<file path="src/rtl/logicboy_pkg.sv">
// logicboy_pkg: shared widths and the block-reader state encoding
package logicboy_pkg;
    localparam int ADDR_W = 8;
    localparam int DATA_W = 8;
    typedef enum logic [1:0] {IDLE, READ, DRAIN, DONE} mbr_state_t;
endpackage

</file>
<file path="src/rtl/sync_fifo_fwft.sv">
// sync_fifo_fwft: first-word-fall-through FIFO, power-of-2 depth
// Ports: wr_en/wr_data push, rd_en pops the head shown on rd_data,
//        empty flags no data, count is the current occupancy.
module sync_fifo_fwft #(
    parameter int WIDTH = 8,
    parameter int DEPTH = 4,
    localparam int AW = $clog2(DEPTH)
) (
    input  logic             clk,
    input  logic             reset,
    input  logic             wr_en,
    input  logic [WIDTH-1:0] wr_data,
    input  logic             rd_en,
    output logic [WIDTH-1:0] rd_data,
    output logic             empty,
    output logic [AW:0]      count
);
    logic [WIDTH-1:0] mem_q [DEPTH];
    logic [AW-1:0] wr_ptr_q, wr_ptr_d, rd_ptr_q, rd_ptr_d;
    logic [AW:0] count_q, count_d;
    logic full, push, pop;

    assign empty = count_q == '0;
    assign full  = count_q == (AW+1)'(DEPTH);
    assign push  = wr_en & ~full;
    assign pop   = rd_en & ~empty;
    // head reads as zero when empty so a flushed FIFO presents 0x00
    assign rd_data = empty ? '0 : mem_q[rd_ptr_q];
    assign count = count_q;

    always_comb begin
        wr_ptr_d = wr_ptr_q + AW'(push);
        rd_ptr_d = rd_ptr_q + AW'(pop);
        count_d  = count_q + (AW+1)'(push) - (AW+1)'(pop);
    end

    always_ff @(posedge clk) begin
        if (push) mem_q[wr_ptr_q] <= wr_data;
    end

    always_ff @(posedge clk) begin
        if (reset) begin
            wr_ptr_q <= '0;
            rd_ptr_q <= '0;
            count_q  <= '0;
        end else begin
            wr_ptr_q <= wr_ptr_d;
            rd_ptr_q <= rd_ptr_d;
            count_q  <= count_d;
        end
    end
endmodule

</file>
<file path="src/rtl/mem_block_reader.sv">
// mem_block_reader: reads a contiguous memory range and streams it out
// Ports: start edge launches a read of length bytes from base_addr;
//        bus_req/rd_addr/rd_data drive the memory read port;
//        out_data/out_valid/out_ready form the byte stream;
//        busy marks a transfer, done is sticky until the next launch.
module mem_block_reader
    import logicboy_pkg::*;
#(
    parameter int READ_LATENCY = 1,
    parameter int FIFO_DEPTH   = 4
) (
    input  logic              clk,
    input  logic              reset,
    input  logic              start,
    input  logic [ADDR_W-1:0] base_addr,
    input  logic [7:0]        length,
    output logic              bus_req,
    output logic [ADDR_W-1:0] rd_addr,
    input  logic [DATA_W-1:0] rd_data,
    output logic [DATA_W-1:0] out_data,
    output logic              out_valid,
    input  logic              out_ready,
    output logic              busy,
    output logic              done
);
    localparam int CW = $clog2(FIFO_DEPTH) + 1;

    mbr_state_t state_q, state_d;
    logic start_q;
    logic [ADDR_W-1:0] addr_q, addr_d, last_q, last_d;
    logic [8:0] cnt_q, cnt_d, issued_q, issued_d;
    logic [READ_LATENCY-1:0] tok_q, tok_d;
    logic [3:0] outst;
    logic [CW-1:0] fifo_count;
    logic fifo_empty, launch, credit, issue;

    assign outst  = 4'($countones(tok_q));
    assign launch = start & ~start_q & (state_q == IDLE | state_q == DONE);
    // credit uses registered occupancy, so a pop in this cycle frees nothing yet
    assign credit = 9'(fifo_count) + 9'(outst) < 9'(FIFO_DEPTH);
    assign issue  = state_q == READ && issued_q != cnt_q && credit;

    assign rd_addr   = issue ? addr_q : last_q;
    assign bus_req   = state_q == READ | (state_q == DRAIN & outst != 4'd0);
    assign busy      = state_q == READ | state_q == DRAIN;
    assign done      = state_q == DONE;
    assign out_valid = ~fifo_empty;

    always_comb begin
        state_d  = state_q;
        addr_d   = addr_q;
        last_d   = last_q;
        cnt_d    = cnt_q;
        issued_d = issued_q;
        tok_d    = tok_q << 1;
        tok_d[0] = issue;
        if (launch) begin
            state_d  = READ;
            addr_d   = base_addr;
            cnt_d    = length == 8'd0 ? 9'd256 : {1'b0, length};
            issued_d = '0;
        end
        if (issue) begin
            addr_d   = addr_q + 8'd1;
            last_d   = addr_q;
            issued_d = issued_q + 9'd1;
        end
        if (state_q == READ && issued_q == cnt_q) state_d = DRAIN;
        if (state_q == DRAIN && outst == 4'd0 && fifo_count == '0) state_d = DONE;
    end

    always_ff @(posedge clk) begin
        if (reset) begin
            state_q  <= IDLE;
            start_q  <= 1'b0;
            addr_q   <= '0;
            last_q   <= '0;
            cnt_q    <= '0;
            issued_q <= '0;
            tok_q    <= '0;
        end else begin
            state_q  <= state_d;
            start_q  <= start;
            addr_q   <= addr_d;
            last_q   <= last_d;
            cnt_q    <= cnt_d;
            issued_q <= issued_d;
            tok_q    <= tok_d;
        end
    end

    // the token leaving the latency pipe marks rd_data as this cycle's read return
    sync_fifo_fwft #(.WIDTH(DATA_W), .DEPTH(FIFO_DEPTH)) u_fifo (
        .clk     (clk),
        .reset   (reset),
        .wr_en   (tok_q[READ_LATENCY-1]),
        .wr_data (rd_data),
        .rd_en   (out_ready),
        .rd_data (out_data),
        .empty   (fifo_empty),
        .count   (fifo_count)
    );
endmodule

</file>
<file path="config.mk">
export PLATFORM = sky130hd
export DESIGN_NAME = mem_block_reader
export DESIGN_NICKNAME = d
export VERILOG_FILES = /design/src/rtl/logicboy_pkg.sv /design/src/rtl/sync_fifo_fwft.sv /design/src/rtl/mem_block_reader.sv
export SDC_FILE = /design/constraint.sdc
export NUM_CORES = 1
export LEC_CHECK = 0
export BUFFER_PORTS_ARGS = -buffer_cell sky130_fd_sc_hd__buf_2
export CAP_MARGIN = 10
export CORE_UTILIZATION = 51
export DETAILED_ROUTE_END_ITERATION = 12
export PLACE_DENSITY = 0.78
export SLEW_MARGIN = 20
export SYNTH_ARGS = -nofsm -noshare
export SYNTH_HDL_FRONTEND = slang
export SYNTH_SLANG_ARGS = --single-unit
</file>
<file path="constraint.sdc">
create_clock -name clk -period 2.1 [get_ports clk]
set_input_delay 0.105 -clock clk [delete_from_list [all_inputs] [get_ports clk]]
set_output_delay 0.105 -clock clk [all_outputs]
set_load 0.02 [all_outputs]
</file>
* Yosys cells after proc, flatten, opt, wreduce, memory -nomap -nowiden
Memory sizes are Yosys's and may differ from the RTL's. A register that Yosys moved wholly into a read port is not among the register bits. Cells that the tools add are included.
Word-level totals: register bits 45, bits in writable memories 32, input bits 28, output and inout port bits 20, logic and storage cells 60, memories 1
Operators by class: $add $sub $neg 7, $lt $le $gt $ge 1, eq/ne operators 6, mux-type cells 13, bitwise operators 11, reductions and logical operators 11
Memories:
- u_fifo.mem_q | depth 4, width 8, read ports 1, clocked after Yosys merged registers in 1, write ports 1, RTL line sync_fifo_fwft.sv:18 | logic [WIDTH-1:0] mem_q [DEPTH];
Operator list (number):
- $mux 8 | 4
- $mux 9 | 3
- $add 9x1->9 const B | 1
- $eq 9x9->1 | 1
- $ne 9x9->1 | 1
- $add 8x1->8 const B | 1
- $logic_not 8->1 | 1
- $mux 2 | 4
- $and 1x1->1 | 5
- $logic_and 1x1->1 | 5
- $add 2x1->2 | 2
- $add 3x1->4 | 1
- $eq 2x2->1 const B | 2
- $logic_not 4->1 | 1
- $lt 4x3->1 const B | 1
- $add 3x1->3 | 1
- $eq 3x3->1 const B | 1
- $logic_not 3->1 | 1
- $not 1->1 | 3
- $or 1x1->1 | 3
- $reduce_bool 3->1 | 1
- $sub 3x1->3 | 1
- $eq 2x1->1 const B | 1
- $logic_not 2->1 | 1
- other kinds (2) | 3

* Depth between registers and ports, before layout
Gate-level depths: netlist of run 1.
depth in word-level cells 6, depth in mapped cells 10, gate-level depth less buffers 8

* By module
From an unflattened synthesis of run 1, not the netlist that was laid out.
Second synthesis, totals: cells, all modules 305, area, all modules 3530.9 sq um
By module, submodules not included:
- mem_block_reader | times used 1, cells an instance 218, area each 1956.9 sq um, sequential area each 760.7 sq um
- sync_fifo_fwft | times used 1, cells an instance 87, area each 1574.0 sq um, sequential area each 1101.1 sq um

* Worst setup path before layout of run 1
No wires, ideal clock.
path type reg-to-reg, start point reg u_fifo.count_q[1] (netlist: u_fifo.count[1]), end point reg last_q[5], setup time 66 ps, arrival time 2118 ps, data required time 2034 ps, setup slack -84 ps, cell stages (with the launch flop) 8, buffers on the path 1, period minus slack after synthesis 2184 ps, cell sequence dfxtp_1 > ha_1 > o211a_1 > o32a_1 > a31o_1 > buf_2 > o21ai_0 > nor2b_1
Between the ends: cells in the longest elaborated chain, start to end 4
Ends and longest elaborated chain:
- from (decl) | RTL line sync_fifo_fwft.sv:20 | logic [AW:0] count_q, count_d;
- from (signal assigned) | RTL line sync_fifo_fwft.sv:49 | count_q <= count_d;
- $add 3x1->4 | RTL line mem_block_reader.sv:40 | assign credit = 9'(fifo_count) + 9'(outst) < 9'(FIFO_DEPTH);
- $lt 4x3->1 | RTL line mem_block_reader.sv:40
- $logic_and 1x1->1 | RTL line mem_block_reader.sv:41 | assign issue = state_q == READ && issued_q != cnt_q && credit;
- $mux 8
- via rd_addr[5] | RTL line mem_block_reader.sv:18 | output logic [ADDR_W-1:0] rd_addr,
- to (signal assigned) | RTL line mem_block_reader.sv:85 | last_q <= last_d;
- to (decl) | RTL line mem_block_reader.sv:30 | logic [ADDR_W-1:0] addr_q, addr_d, last_q, last_d;
The timed path passes the listed nets, and every way through them passes these cells. A chain may end at the register's enable or synchronous reset.

* Worst setup path after layout of run 1
start point reg u_fifo.count_q[1] (netlist: u_fifo.count[1]), end point out rd_addr[6]
Between the ends: cells in the longest elaborated chain, start to end 4
Ends and longest elaborated chain (RTL line):
- $add 3x1->4 | mem_block_reader.sv:40
- $lt 4x3->1 | mem_block_reader.sv:40
- $logic_and 1x1->1 | mem_block_reader.sv:41
- $mux 8
- to (decl) | mem_block_reader.sv:18
Every way passes these cells.

==> results of run 1 <==
layout by cell type (no fill, tap or decap), drive strengths merged, types with 2 or more instances in the layout:
cell and count:
nor2 23, nor4 4, edfxtp 32, a31o 2, nand2 55, nor3 3, mux4 8, nor2b 22
a31oi 6, and3 9, a2bb2oi 3, clkbuf 9, buf 78, dfxtp 45, dlygate4sd3 14, xor2 7
inv 15, o21ai 12, ha 10, nand3 9, nand3b 6, and2 2, xnor2 5, a21oi 27
flip-flops by register name (all words and copies together) (netlist names):
signal and cells:
cnt_q 9, u_fifo.rd_ptr_q 2, tok_q 1, u_fifo.count 3, u_fifo.wr_ptr_q 2, issued_q 9
state_q 2, last_q 8, start_q 1, addr_q 8, u_fifo.mem_q 32
cells in the mapped netlist (2+ instances only):
library cell / n / area, sq um
inv_1: 11 / 41.3
nand3_1: 9 / 45.0
edfxtp_1: 32 / 961
a21oi_1: 27 / 135
xor2_1: 7 / 61.3
clkbuf_1: 11 / 41.3
a2bb2oi_1: 3 / 26.3
nor3_1: 3 / 15.0
nor2b_1: 22 / 138
ha_1: 10 / 125
dfxtp_1: 45 / 901
nor4_1: 3 / 18.8
mux4_2: 8 / 180
o21ai_0: 9 / 45.0
nor2_1: 21 / 78.8
a31oi_1: 6 / 37.5
buf_2: 5 / 25.0
nand3b_1: 6 / 45.0
o21ai_1: 3 / 15.0
and2_0: 2 / 12.5
xnor2_1: 5 / 43.8
and3_1: 9 / 56.3
nand2_1: 55 / 206
final timing paths:
kind | to | slack, ns | depth (start not counted)
setup / recovery | rd_addr[6] | -0.15 | 9
hold / removal | cnt_q[3] | -0.008 | 3
setup reg to reg | addr_q[3] | -0.09 | 11
hold reg to reg | cnt_q[1] | 0.48 | 2
worst max-delay path: stages (launching register included):
cell and delay [ns]:
dfxtp_2 0.34, buf_4 0.14, o211a_1 0.22, o32a_1 0.33, buf_6 0.14, a31oi_4 0.19
buf_6 0.16, nand2_1 0.07, nand2_2 0.08, buf_6 0.11
routing by layer:
layer	routed length (um)	share of wire, %	track usage [%]	vias to the layer above
met5	0	0	0	-
met4	342	3.9	15.4	0
met3	543	6.2	5.74	36
met2	4560	52	42.7	136
met1	3350	38	28.6	1350
li1	-	-	-	1333
metrics by stage:
stage	setup TNS [ns]	instances	worst slack [ns]	hold slack, ns	util [%]
2_1_floorplan	0	330	0.00827	0.204	-
3_3_place_gp	0	453	0.0792	0.322	59.1
3_5_place_dp	0	453	0.00562	0.330	59.1
4_1_cts	-1.47	494	-0.191	0.00154	69.5
5_1_grt	-3.24	499	-0.211	0.00903	71.4
6_report	-1.60	499	-0.149	-0.00828	71.4
logic make-up after synthesis:
group / count (synthesis) / share of synthesized area (%)
flip-flops: 77 / 54.5
AO/OA/AOI/OAI: 56 / 9.67
AND/OR/NAND/NOR: 138 / 19.9
XOR/XNOR: 12 / 3.08
adder cells (fa/ha/maj): 11 / 4.25
multiplexers: 8 / 5.27
buffers and inverters: 28 / 3.37
report_power, final:
part | internal (W) | switching, W | leakage (nW)
combinational | 0.00102 | 0.00126 | 1.11
clock | 0.000567 | 0.000604 | 0.103
sequential | 0.00173 | 0.000170 | 0.657
what timing repair did:
item / in CTS / in global routing
pin swaps: 12 / 23
hold buffers: 13 / 1
cloned: 3 / 1
resized for setup: 59 / 36
hold endpoints to repair: 37 / 1
endpoints found under the setup margin: 12 / 27
buffers inserted: 9 / 5
layout make-up:
class                           count  share of cell area [%]
Tap cell                           77                    2.10
Inverter                           11                   0.901
Timing Repair Buffer               92                    15.8
Multi-Input combinational cell    226                    35.9
Sequential cell                    77                    40.8
Clock inverter                      7                    1.75
Clock buffer                        9                    2.70
==> run_summary.xml, run 1 <==
<?xml version="1.0" encoding="UTF-8"?>
<metrics>
  <group name="cts">
    <metric name="worst_setup_hold_path_clk_slew" unit="ns">0.09</metric>
    <metric name="cts_max_level" unit="">3</metric>
    <metric name="tritoncts_clock_tree" unit="">built</metric>
    <metric name="clockBufferDepth" unit="">2</metric>
    <metric name="cts.sinks" unit="">77</metric>
    <metric name="numCtsBuffers" unit="">9</metric>
    <metric name="root_buffer" unit="">clkbuf_8</metric>
    <metric name="clk_latency" unit="ns">0.36</metric>
  </group>
  <group name="floorplanning">
    <metric name="std_cell_rows" unit="">29</metric>
    <metric name="die-height" unit="um">83.9</metric>
    <metric name="boundaryPins" unit="">48</metric>
    <metric name="chipWidth" unit="um">83.9</metric>
    <metric name="core_area" unit="sq mm">0.00642</metric>
    <metric name="floorplan.initialDensity" unit="%">53.2</metric>
    <metric name="dieArea" unit="sq mm">0.00703</metric>
  </group>
  <group name="place">
    <metric name="port_buffers" unit="">47</metric>
    <metric name="place_congestion" unit="">0.865</metric>
    <metric name="placement.cell_area" unit="sq mm">0.00379</metric>
    <metric name="place.detailed.hpwl" unit="um">4890</metric>
  </group>
  <group name="final_layout">
    <metric name="filler_cell_count" unit="">432</metric>
    <metric name="design_area" unit="sq mm">0.00458</metric>
    <metric name="final_net_count" unit="">456</metric>
    <metric name="layout-drive-gt1-share" unit="%">35.5</metric>
    <metric name="multi_input_comb_area" unit="sq mm">0.00165</metric>
    <metric name="ff_latch_area" unit="sq mm">0.00187</metric>
    <metric name="flow.area_growth_from_synthesis" unit="%">34.1</metric>
    <metric name="antenna-diode-count" unit="">0</metric>
  </group>
  <group name="grt">
    <metric name="grt_max_degree" unit="">46</metric>
    <metric name="grt_overflow_total" unit="">0</metric>
    <metric name="vias_in_the_first_global_route" unit="">2856</metric>
    <metric name="antenna_found_initial" unit="">0</metric>
    <metric name="grt_first_pass_wirelength" unit="um">13300</metric>
    <metric name="grtUsageTotal" unit="%">25.1</metric>
  </group>
  <group name="setup_path">
    <metric name="critPathCaptureType" unit="">output pin</metric>
    <metric name="critPathRequiredTime" unit="ns">2.00</metric>
    <metric name="worstSetupPathType" unit="">register to output pin</metric>
    <metric name="critical_path_peak_fanout" unit="">5</metric>
    <metric name="worstSetupStartpoint" unit="">u_fifo.count[1]</metric>
    <metric name="critPathArrivalTime" unit="ns">2.14</metric>
    <metric name="crit-reg2reg-launch" unit="">u_fifo.count[1]</metric>
    <metric name="start_kind" unit="">register</metric>
  </group>
  <group name="drt">
    <metric name="drt_iter0_drc" unit="">183</metric>
    <metric name="via_count" unit="">2855</metric>
    <metric name="detail_route.wirelength" unit="um">8790</metric>
    <metric name="drc_violations" unit="">2</metric>
    <metric name="drt.antenna.violating_nets" unit="">0</metric>
    <metric name="post_drt_via_cell_ratio" unit="">5.72</metric>
    <metric name="drt_pass1_iterations" unit="">8</metric>
    <metric name="route.detailed.wl_per_inst" unit="um">17.6</metric>
  </group>
  <group name="synthesis">
    <metric name="synthesis.nets" unit="">369</metric>
    <metric name="syn-cell-area" unit="sq mm">0.00342</metric>
    <metric name="ys_seq_elements" unit="">77</metric>
    <metric name="synth.lib_cells_used.distinct" unit="">41</metric>
    <metric name="synth_async_sr_flop_share" unit="%">0</metric>
    <metric name="synth_ff_type" unit="">dfxtp_1</metric>
    <metric name="synth_enable_flop_cells" unit="">32</metric>
    <metric name="netlist_instances" unit="">330</metric>
    <metric name="synth.yosys.seq_area_share" unit="%">54.5</metric>
    <metric name="yosys_warning_total" unit="">0</metric>
    <metric name="post_synthesis_average_cell_area" unit="sq um">10.4</metric>
  </group>
  <group name="min_path">
    <metric name="min_from" unit="">length[3]</metric>
    <metric name="hold_path_class" unit="">input pin to register</metric>
  </group>
  <group name="sta">
    <metric name="timing.final.hold_violations" unit="">2</metric>
    <metric name="setup_ws" unit="ns">-0.149</metric>
    <metric name="max_clock_freq" unit="MHz">445</metric>
    <metric name="final.min_clock_period" unit="ns">2.25</metric>
    <metric name="finalCritPeriodShare" unit="%">107</metric>
    <metric name="fin_worst_hold_slack" unit="ns">-0.00828</metric>
    <metric name="setup_viol_count_final" unit="">21</metric>
    <metric name="slew_headroom" unit="%">43.0</metric>
    <metric name="final-max-slew-violation-count" unit="">0</metric>
    <metric name="rsz_0062_raised_after_global_routing" unit="">true</metric>
    <metric name="max_slew.worst_pin.slew" unit="ns">0.855</metric>
    <metric name="fin_skew" unit="ns">0.0108</metric>
  </group>
  <group name="power_and_ir_drop">
    <metric name="cellLeakagePower" unit="nW">1.87</metric>
    <metric name="worst_ir_drop_vdd" unit="mV">0.480</metric>
    <metric name="power_density" unit="mW/mm^2">1170</metric>
    <metric name="total_power" unit="W">0.00535</metric>
  </group>
  <group name="status">
    <metric name="failed_checks" unit="">DRC, hold timing, setup timing</metric>
    <metric name="outcome" unit="">finished with violations</metric>
  </group>
  <group name="flow_run">
    <metric name="drv_cap" unit="">0</metric>
  </group>
</metrics>
Power figures use the tool's default switching activity.
==> run 2: changes to the inputs <==
Settings changed: GPL_TIMING_DRIVEN from default to 0.
==> run 2 against run 1 <==
  * The run ends with DRC, setup timing left
  * Highest routed layer unchanged
  * First-iteration DRC count decreased by 17%
  * Wire length decreased by 5.4%
  * Combinational power decreased by 4%
  * Cell area decreased by 0.38%
  * Critical endpoint is now addr_q[7]
  * Non-clock buffer count unchanged
  * Worst setup slack got worse by 0.059 ns
  * Sequential cell count unchanged
  * Largest cell class unchanged
==> run_summary.xml, run 2 (synthesis gave the netlist of run 1 again) <==
<?xml version="1.0" encoding="UTF-8"?>
<metrics>
  <group name="drt">
    <metric name="route.detailed.wl_per_inst" unit="um">16.7</metric>
    <metric name="drt.antenna.violating_nets" unit="">0</metric>
    <metric name="drt_pass1_iterations" unit="">8</metric>
    <metric name="drc_violations" unit="">2</metric>
    <metric name="drt_iter0_drc" unit="">151</metric>
    <metric name="detail_route.wirelength" unit="um">8320</metric>
    <metric name="post_drt_via_cell_ratio" unit="">5.59</metric>
    <metric name="via_count" unit="">2782</metric>
  </group>
  <group name="power_and_ir_drop">
    <metric name="cellLeakagePower" unit="nW">1.83</metric>
    <metric name="intPower" unit="W">0.00339</metric>
    <metric name="power.sequential.fraction" unit="%">35.5</metric>
    <metric name="worst_ir_drop_vdd" unit="mV">0.495</metric>
    <metric name="power_switching_share" unit="%">36.6</metric>
    <metric name="comb_power_share" unit="%">41.2</metric>
    <metric name="p_switching" unit="W">0.00196</metric>
    <metric name="power_density" unit="mW/mm^2">1170</metric>
    <metric name="clkPwrFrac" unit="%">23.3</metric>
  </group>
  <group name="setup_path">
    <metric name="worstPathBufferInverterCount" unit="">4</metric>
    <metric name="critPathRequiredTime" unit="ns">2.37</metric>
    <metric name="crit_family" unit="">compound AO/OA/AOI/OAI gates</metric>
    <metric name="worstPathCellList" unit="">buf_4 &gt; o211a_1 &gt; o32a_1 &gt; a31o_4 &gt; buf_6 &gt; buf_4 &gt; buf_8 &gt; nand2_4 &gt; o211ai_1 &gt; a21oi_1</metric>
    <metric name="critPathCaptureType" unit="">register</metric>
    <metric name="cpPeakStageDelay" unit="ns">0.43</metric>
    <metric name="critPathArrivalTime" unit="ns">2.57</metric>
    <metric name="reg2reg_slack" unit="ns">-0.21</metric>
    <metric name="critical-path-slowest-cell" unit="">o32a_1</metric>
    <metric name="start_kind" unit="">register</metric>
    <metric name="critical_path_peak_fanout" unit="">10</metric>
    <metric name="critPathMostFrequentCell" unit="">buf_4</metric>
    <metric name="worstSetupPathType" unit="">register to register</metric>
  </group>
  <group name="final_layout">
    <metric name="largest_register_ffs" unit="">32</metric>
    <metric name="final_common_cell" unit="">dfxtp_1</metric>
    <metric name="layout-drive-gt1-share" unit="%">33.7</metric>
    <metric name="largestRegisters" unit="">u_fifo.mem_q x32, cnt_q x9, issued_q x9</metric>
    <metric name="max_flop_register" unit="">u_fifo.mem_q</metric>
    <metric name="most-common-layout-cells" unit="">dfxtp_1 (43), buf_2 (38), nand2_1 (36)</metric>
    <metric name="antenna-diode-count" unit="">0</metric>
    <metric name="final_net_count" unit="">455</metric>
    <metric name="flow.area_growth_from_synthesis" unit="%">33.6</metric>
    <metric name="design_area" unit="sq mm">0.00457</metric>
  </group>
  <group name="cts">
    <metric name="worst_setup_hold_path_clk_slew" unit="ns">0.08</metric>
    <metric name="tritoncts_clock_tree" unit="">built</metric>
    <metric name="clockBufferDepth" unit="">2</metric>
    <metric name="cts.sinks" unit="">77</metric>
    <metric name="numCtsBuffers" unit="">9</metric>
    <metric name="clk_latency" unit="ns">0.36</metric>
    <metric name="cts_max_level" unit="">3</metric>
    <metric name="root_buffer" unit="">clkbuf_8</metric>
  </group>
  <group name="grt">
    <metric name="grt_max_degree" unit="">15</metric>
    <metric name="globalRouteMet3Util" unit="%">4.85</metric>
    <metric name="vias_in_the_first_global_route" unit="">2657</metric>
    <metric name="grt_first_pass_wirelength" unit="um">12700</metric>
    <metric name="grt_overflow_total" unit="">0</metric>
    <metric name="grt_most_used_layer" unit="">met2</metric>
    <metric name="grtUsageTotal" unit="%">23.2</metric>
    <metric name="grtUsageMet2" unit="%">38.9</metric>
    <metric name="groute.layer.met1.usage" unit="%">29.8</metric>
    <metric name="antenna_found_initial" unit="">0</metric>
  </group>
  <group name="floorplanning">
    <metric name="dieArea" unit="sq mm">0.00703</metric>
    <metric name="die-height" unit="um">83.9</metric>
    <metric name="chipWidth" unit="um">83.9</metric>
    <metric name="core_area" unit="sq mm">0.00642</metric>
    <metric name="boundaryPins" unit="">48</metric>
    <metric name="floorplan.initialDensity" unit="%">53.2</metric>
    <metric name="std_cell_rows" unit="">29</metric>
  </group>
  <group name="place">
    <metric name="place_congestion" unit="">0.813</metric>
    <metric name="placement.cell_area" unit="sq mm">0.00375</metric>
    <metric name="port_buffers" unit="">46</metric>
    <metric name="place.detailed.hpwl" unit="um">4920</metric>
  </group>
  <group name="sta">
    <metric name="max_slew.worst_pin.slew" unit="ns">0.555</metric>
    <metric name="finalCritPeriodShare" unit="%">110</metric>
    <metric name="fin_tns_setup" unit="ns">-2.25</metric>
    <metric name="slew_headroom" unit="%">63.0</metric>
    <metric name="rsz_0062_raised_after_global_routing" unit="">true</metric>
    <metric name="final-max-slew-violation-count" unit="">0</metric>
    <metric name="final.min_clock_period" unit="ns">2.31</metric>
    <metric name="fin_skew" unit="ns">0.0164</metric>
    <metric name="setup_viol_count_final" unit="">24</metric>
    <metric name="setup_ws" unit="ns">-0.208</metric>
    <metric name="max_clock_freq" unit="MHz">433</metric>
    <metric name="timing.final.hold_violations" unit="">0</metric>
  </group>
  <group name="flow_run">
    <metric name="drv_cap" unit="">0</metric>
  </group>
  <group name="min_path">
    <metric name="hold_path_class" unit="">input pin to register</metric>
  </group>
  <group name="status">
    <metric name="failed_checks" unit="">DRC, setup timing</metric>
    <metric name="outcome" unit="">finished with violations</metric>
  </group>
</metrics>
run 2: cell count changes in the layout (fill, tap and decap cells not counted), moves of 3 or more:
cell and delta:
buf_4 -9, clkbuf_1 +7, nor2_1 -5, nor2_2 +5, dfxtp_1 +3, dfxtp_2 -3
nand2_2 +3, o21ai_2 -3
run 2: power by group through the flow:
stage	registers, W	clock network [W]	logic (W)
4_1_cts	0.00188	0.00126	0.00193
3_3_place_gp	0.00189	0	0.00157
3_5_place_dp	0.00190	0	0.00160
6_report	0.00189	0.00124	0.00220
2_1_floorplan	0.00186	0	0.00118
5_1_grt	0.00191	0.00134	0.00237
run 2: timing repair:
| action | 4_1_cts | 5_1_grt |
|---|---|---|
| cloned | 2 | 2 |
| resized for setup | 52 | 52 |
| buffers inserted | 7 | 5 |
| hold endpoints to repair | 38 | 0 |
| pin swaps | 7 | 17 |
| hold buffers | 14 | 0 |
| setup endpoints to repair | 28 | 49 |
run 2: through the flow:
step | std cells | total power [W] | worst slack (ns) | hold WS [ns] | util, %
final | 498 | 0.00534 | -0.208 | 0.00183 | 71.1
after global routing | 498 | 0.00562 | -0.265 | 0.0105 | 71.1
after CTS | 492 | 0.00506 | -0.159 | 0.000940 | 67.7
after detailed placement | 453 | 0.00350 | -0.356 | 0.326 | 58.4
after global placement | 453 | 0.00345 | -0.302 | 0.323 | 58.3
after floorplan | 330 | 0.00304 | 0.00827 | 0.204 | -
run 2: layout make-up:
type	instances	area, sq um
plain buffers	16	111
clock inverters	7	97.6
multi-input cells	225	1650
repair buffers	76	581
well taps	77	96.3
fillers	430	1860
flip-flops and latches	77	1870
clock buffers	9	124
inverters	11	41.3
run 2: path summary, 6_finish.rpt:
path                                       from  depth (start not counted)        end
worst min register to register         cnt_q[4]                          2   cnt_q[4]
worst max-delay path            u_fifo.count[1]                         10  addr_q[7]
worst min-delay path                  length[2]                          3   cnt_q[2]
worst max register to register  u_fifo.count[1]                         10  addr_q[7]
run 2: worst reg2reg max path, cell delays in order, from the launching register on:
cell	delay, ns
dfxtp_4	0.36
buf_4	0.14
o211a_1	0.21
o32a_1	0.43
a31o_4	0.27
buf_6	0.14
buf_4	0.14
buf_8	0.14
nand2_4	0.06
o211ai_1	0.10
a21oi_1	0.23
run 2: per-layer routing:
metal  up-vias  share of wire [%]
met1      1347                 41
met2        90                 52
li1       1334                  -
met3        11                5.5
met4         0                1.5
met5         -                  0
==> run 3: changes to the inputs <==
Settings changed: MAX_ROUTING_LAYER from default to met4.
==> run 3 against run 2 <==
  * The run still ends with DRC, setup timing left
  * Largest power group unchanged
  * Worst setup slack improved by 0.011 ns
  * Global-route usage rose by 0.66 points
  * Non-clock buffer count did not move
  * Register-to-register slack improved by 0.02 ns
  * Die area did not move
  * Total power barely moved
==> run_summary.xml, run 3 (synthesis gave the netlist of run 1 again) <==
<?xml version="1.0" encoding="UTF-8"?>
<metrics>
  <group name="power_and_ir_drop">
    <metric name="power.sequential.fraction" unit="%">35.4</metric>
    <metric name="comb_power_share" unit="%">41.2</metric>
    <metric name="cellLeakagePower" unit="nW">1.83</metric>
    <metric name="power_density" unit="mW/mm^2">1170</metric>
    <metric name="p_switching" unit="W">0.00196</metric>
    <metric name="worst_ir_drop_vdd" unit="mV">0.496</metric>
    <metric name="clkPwrFrac" unit="%">23.4</metric>
    <metric name="intPower" unit="W">0.00339</metric>
    <metric name="power_switching_share" unit="%">36.7</metric>
  </group>
  <group name="floorplanning">
    <metric name="die-height" unit="um">83.9</metric>
    <metric name="core_area" unit="sq mm">0.00642</metric>
    <metric name="chipWidth" unit="um">83.9</metric>
    <metric name="floorplan.initialDensity" unit="%">53.2</metric>
    <metric name="boundaryPins" unit="">48</metric>
    <metric name="std_cell_rows" unit="">29</metric>
    <metric name="dieArea" unit="sq mm">0.00703</metric>
  </group>
  <group name="drt">
    <metric name="route.detailed.wl_per_inst" unit="um">16.6</metric>
    <metric name="drc_violations" unit="">2</metric>
    <metric name="drt_iter0_drc" unit="">176</metric>
    <metric name="post_drt_via_cell_ratio" unit="">5.61</metric>
    <metric name="via_count" unit="">2795</metric>
    <metric name="detail_route.wirelength" unit="um">8250</metric>
    <metric name="drt_pass1_iterations" unit="">8</metric>
    <metric name="drt.antenna.violating_nets" unit="">0</metric>
  </group>
  <group name="cts">
    <metric name="cts.sinks" unit="">77</metric>
    <metric name="tritoncts_clock_tree" unit="">built</metric>
    <metric name="root_buffer" unit="">clkbuf_8</metric>
    <metric name="worst_setup_hold_path_clk_slew" unit="ns">0.08</metric>
    <metric name="numCtsBuffers" unit="">9</metric>
    <metric name="cts_max_level" unit="">3</metric>
    <metric name="clk_latency" unit="ns">0.36</metric>
    <metric name="clockBufferDepth" unit="">2</metric>
  </group>
  <group name="setup_path">
    <metric name="worstPathCellList" unit="">buf_4 &gt; o211a_1 &gt; o32a_1 &gt; a31oi_4 &gt; buf_6 &gt; nand2_1 &gt; nand2_2 &gt; buf_6</metric>
    <metric name="critPathMostFrequentCell" unit="">buf_6</metric>
    <metric name="cpPeakStageDelay" unit="ns">0.43</metric>
    <metric name="critPathCaptureType" unit="">output pin</metric>
    <metric name="critPathRequiredTime" unit="ns">2.00</metric>
    <metric name="critical_path_peak_fanout" unit="">5</metric>
    <metric name="critPathArrivalTime" unit="ns">2.19</metric>
    <metric name="worstSetupPathType" unit="">register to output pin</metric>
    <metric name="worstPathBufferInverterCount" unit="">3</metric>
    <metric name="start_kind" unit="">register</metric>
    <metric name="crit_family" unit="">compound AO/OA/AOI/OAI gates</metric>
    <metric name="critical-path-slowest-cell" unit="">o32a_1</metric>
  </group>
  <group name="sta">
    <metric name="max_slew.worst_pin.slew" unit="ns">0.558</metric>
    <metric name="final.min_clock_period" unit="ns">2.30</metric>
    <metric name="fin_tns_setup" unit="ns">-2.05</metric>
    <metric name="setup_ws" unit="ns">-0.197</metric>
    <metric name="fin_skew" unit="ns">0.0218</metric>
    <metric name="setup_viol_count_final" unit="">21</metric>
    <metric name="timing.final.hold_violations" unit="">0</metric>
    <metric name="slew_headroom" unit="%">62.8</metric>
    <metric name="rsz_0062_raised_after_global_routing" unit="">true</metric>
    <metric name="finalCritPeriodShare" unit="%">109</metric>
    <metric name="final-max-slew-violation-count" unit="">0</metric>
    <metric name="max_clock_freq" unit="MHz">435</metric>
  </group>
  <group name="status">
    <metric name="outcome" unit="">finished with violations</metric>
    <metric name="failed_checks" unit="">DRC, setup timing</metric>
  </group>
  <group name="final_layout">
    <metric name="largestRegisters" unit="">u_fifo.mem_q x32, cnt_q x9, issued_q x9</metric>
    <metric name="flow.area_growth_from_synthesis" unit="%">33.6</metric>
    <metric name="antenna-diode-count" unit="">0</metric>
    <metric name="max_flop_register" unit="">u_fifo.mem_q</metric>
    <metric name="final_common_cell" unit="">dfxtp_1</metric>
    <metric name="final_net_count" unit="">455</metric>
    <metric name="most-common-layout-cells" unit="">dfxtp_1 (43), buf_2 (38), nand2_1 (36)</metric>
    <metric name="largest_register_ffs" unit="">32</metric>
    <metric name="layout-drive-gt1-share" unit="%">33.7</metric>
  </group>
  <group name="min_path">
    <metric name="hold_path_class" unit="">input pin to register</metric>
  </group>
  <group name="grt">
    <metric name="grt_max_degree" unit="">15</metric>
    <metric name="groute.layer.met1.usage" unit="%">29.9</metric>
    <metric name="grt_most_used_layer" unit="">met2</metric>
    <metric name="antenna_found_initial" unit="">0</metric>
    <metric name="grt_overflow_total" unit="">0</metric>
    <metric name="vias_in_the_first_global_route" unit="">2657</metric>
    <metric name="globalRouteMet3Util" unit="%">4.55</metric>
    <metric name="grtUsageMet2" unit="%">38.9</metric>
    <metric name="grtUsageTotal" unit="%">23.9</metric>
    <metric name="grt_first_pass_wirelength" unit="um">12700</metric>
  </group>
  <group name="place">
    <metric name="place.detailed.hpwl" unit="um">4920</metric>
    <metric name="place_congestion" unit="">0.825</metric>
    <metric name="place_ws" unit="ns">-0.356</metric>
    <metric name="port_buffers" unit="">46</metric>
  </group>
  <group name="flow_run">
    <metric name="drv_cap" unit="">0</metric>
  </group>
</metrics>
-- run 3: what timing repair did --
action,CTS,global route
cloned,2,2
endpoints found under the setup margin,28,50
resized for setup,52,52
setup buffers,7,5
pin swaps,7,17
endpoints found under the hold margin,38,0
hold buffers,14,0
-- run 3: path summary, 6_finish.rpt --
kind | from | endpoint | slack [ns] | depth (start not counted)
worst max-delay path | u_fifo.count[1] | rd_addr[7] | -0.20 | 8
worst min-delay path | length[2] | cnt_q[2] | 0.003 | 3
worst max register to register | u_fifo.count[1] | addr_q[7] | -0.19 | 10
worst min register to register | cnt_q[4] | cnt_q[4] | 0.48 | 2
-- run 3: cell type report --
class / count / area (sq um)
multi-input combinational: 225 / 1650
clock buffer: 9 / 124
inverter: 11 / 41.3
tap: 77 / 96.3
timing repair buffer: 76 / 581
sequential: 77 / 1870
buffer: 16 / 111
fill: 430 / 1860
clock inverter: 7 / 97.6
-- run 3: routing by layer --
metal | up-vias | share of wire, %
met5 | - | 0
met4 | 0 | 1.7
met3 | 13 | 4.7
met2 | 90 | 52
met1 | 1359 | 42
li1 | 1333 | -
-- run 3: power groups by stage --
stage	Sequential, W	Combinational, W	Clock [W]
after floorplan	0.00186	0.00118	0
after global placement	0.00189	0.00157	0
after detailed placement	0.00190	0.00160	0
after CTS	0.00188	0.00193	0.00126
after global routing	0.00191	0.00237	0.00134
final	0.00189	0.00220	0.00125
-- run 3: through the flow --
stage,cells,utilization (%),cell area [sq um],power [W],hold WS (ns)
after global routing,498,71.1,4570,0.00563,0.0105
after CTS,492,67.7,4350,0.00506,0.000940
after detailed placement,453,58.4,3750,0.00350,0.326
final,498,71.1,4570,0.00535,0.00281
after global placement,453,58.3,3740,0.00345,0.323
after floorplan,330,-,3420,0.00304,0.204
-- run 3: worst reg2reg max path, delay by kind of cell (launching register included) --
kind | cells | cell delay, ns
AOI/OAI and AO/OA | 5 | 1.23
and+or+nand+nor | 1 | 0.06
buffers and inverters | 4 | 0.56
DFF | 1 | 0.36
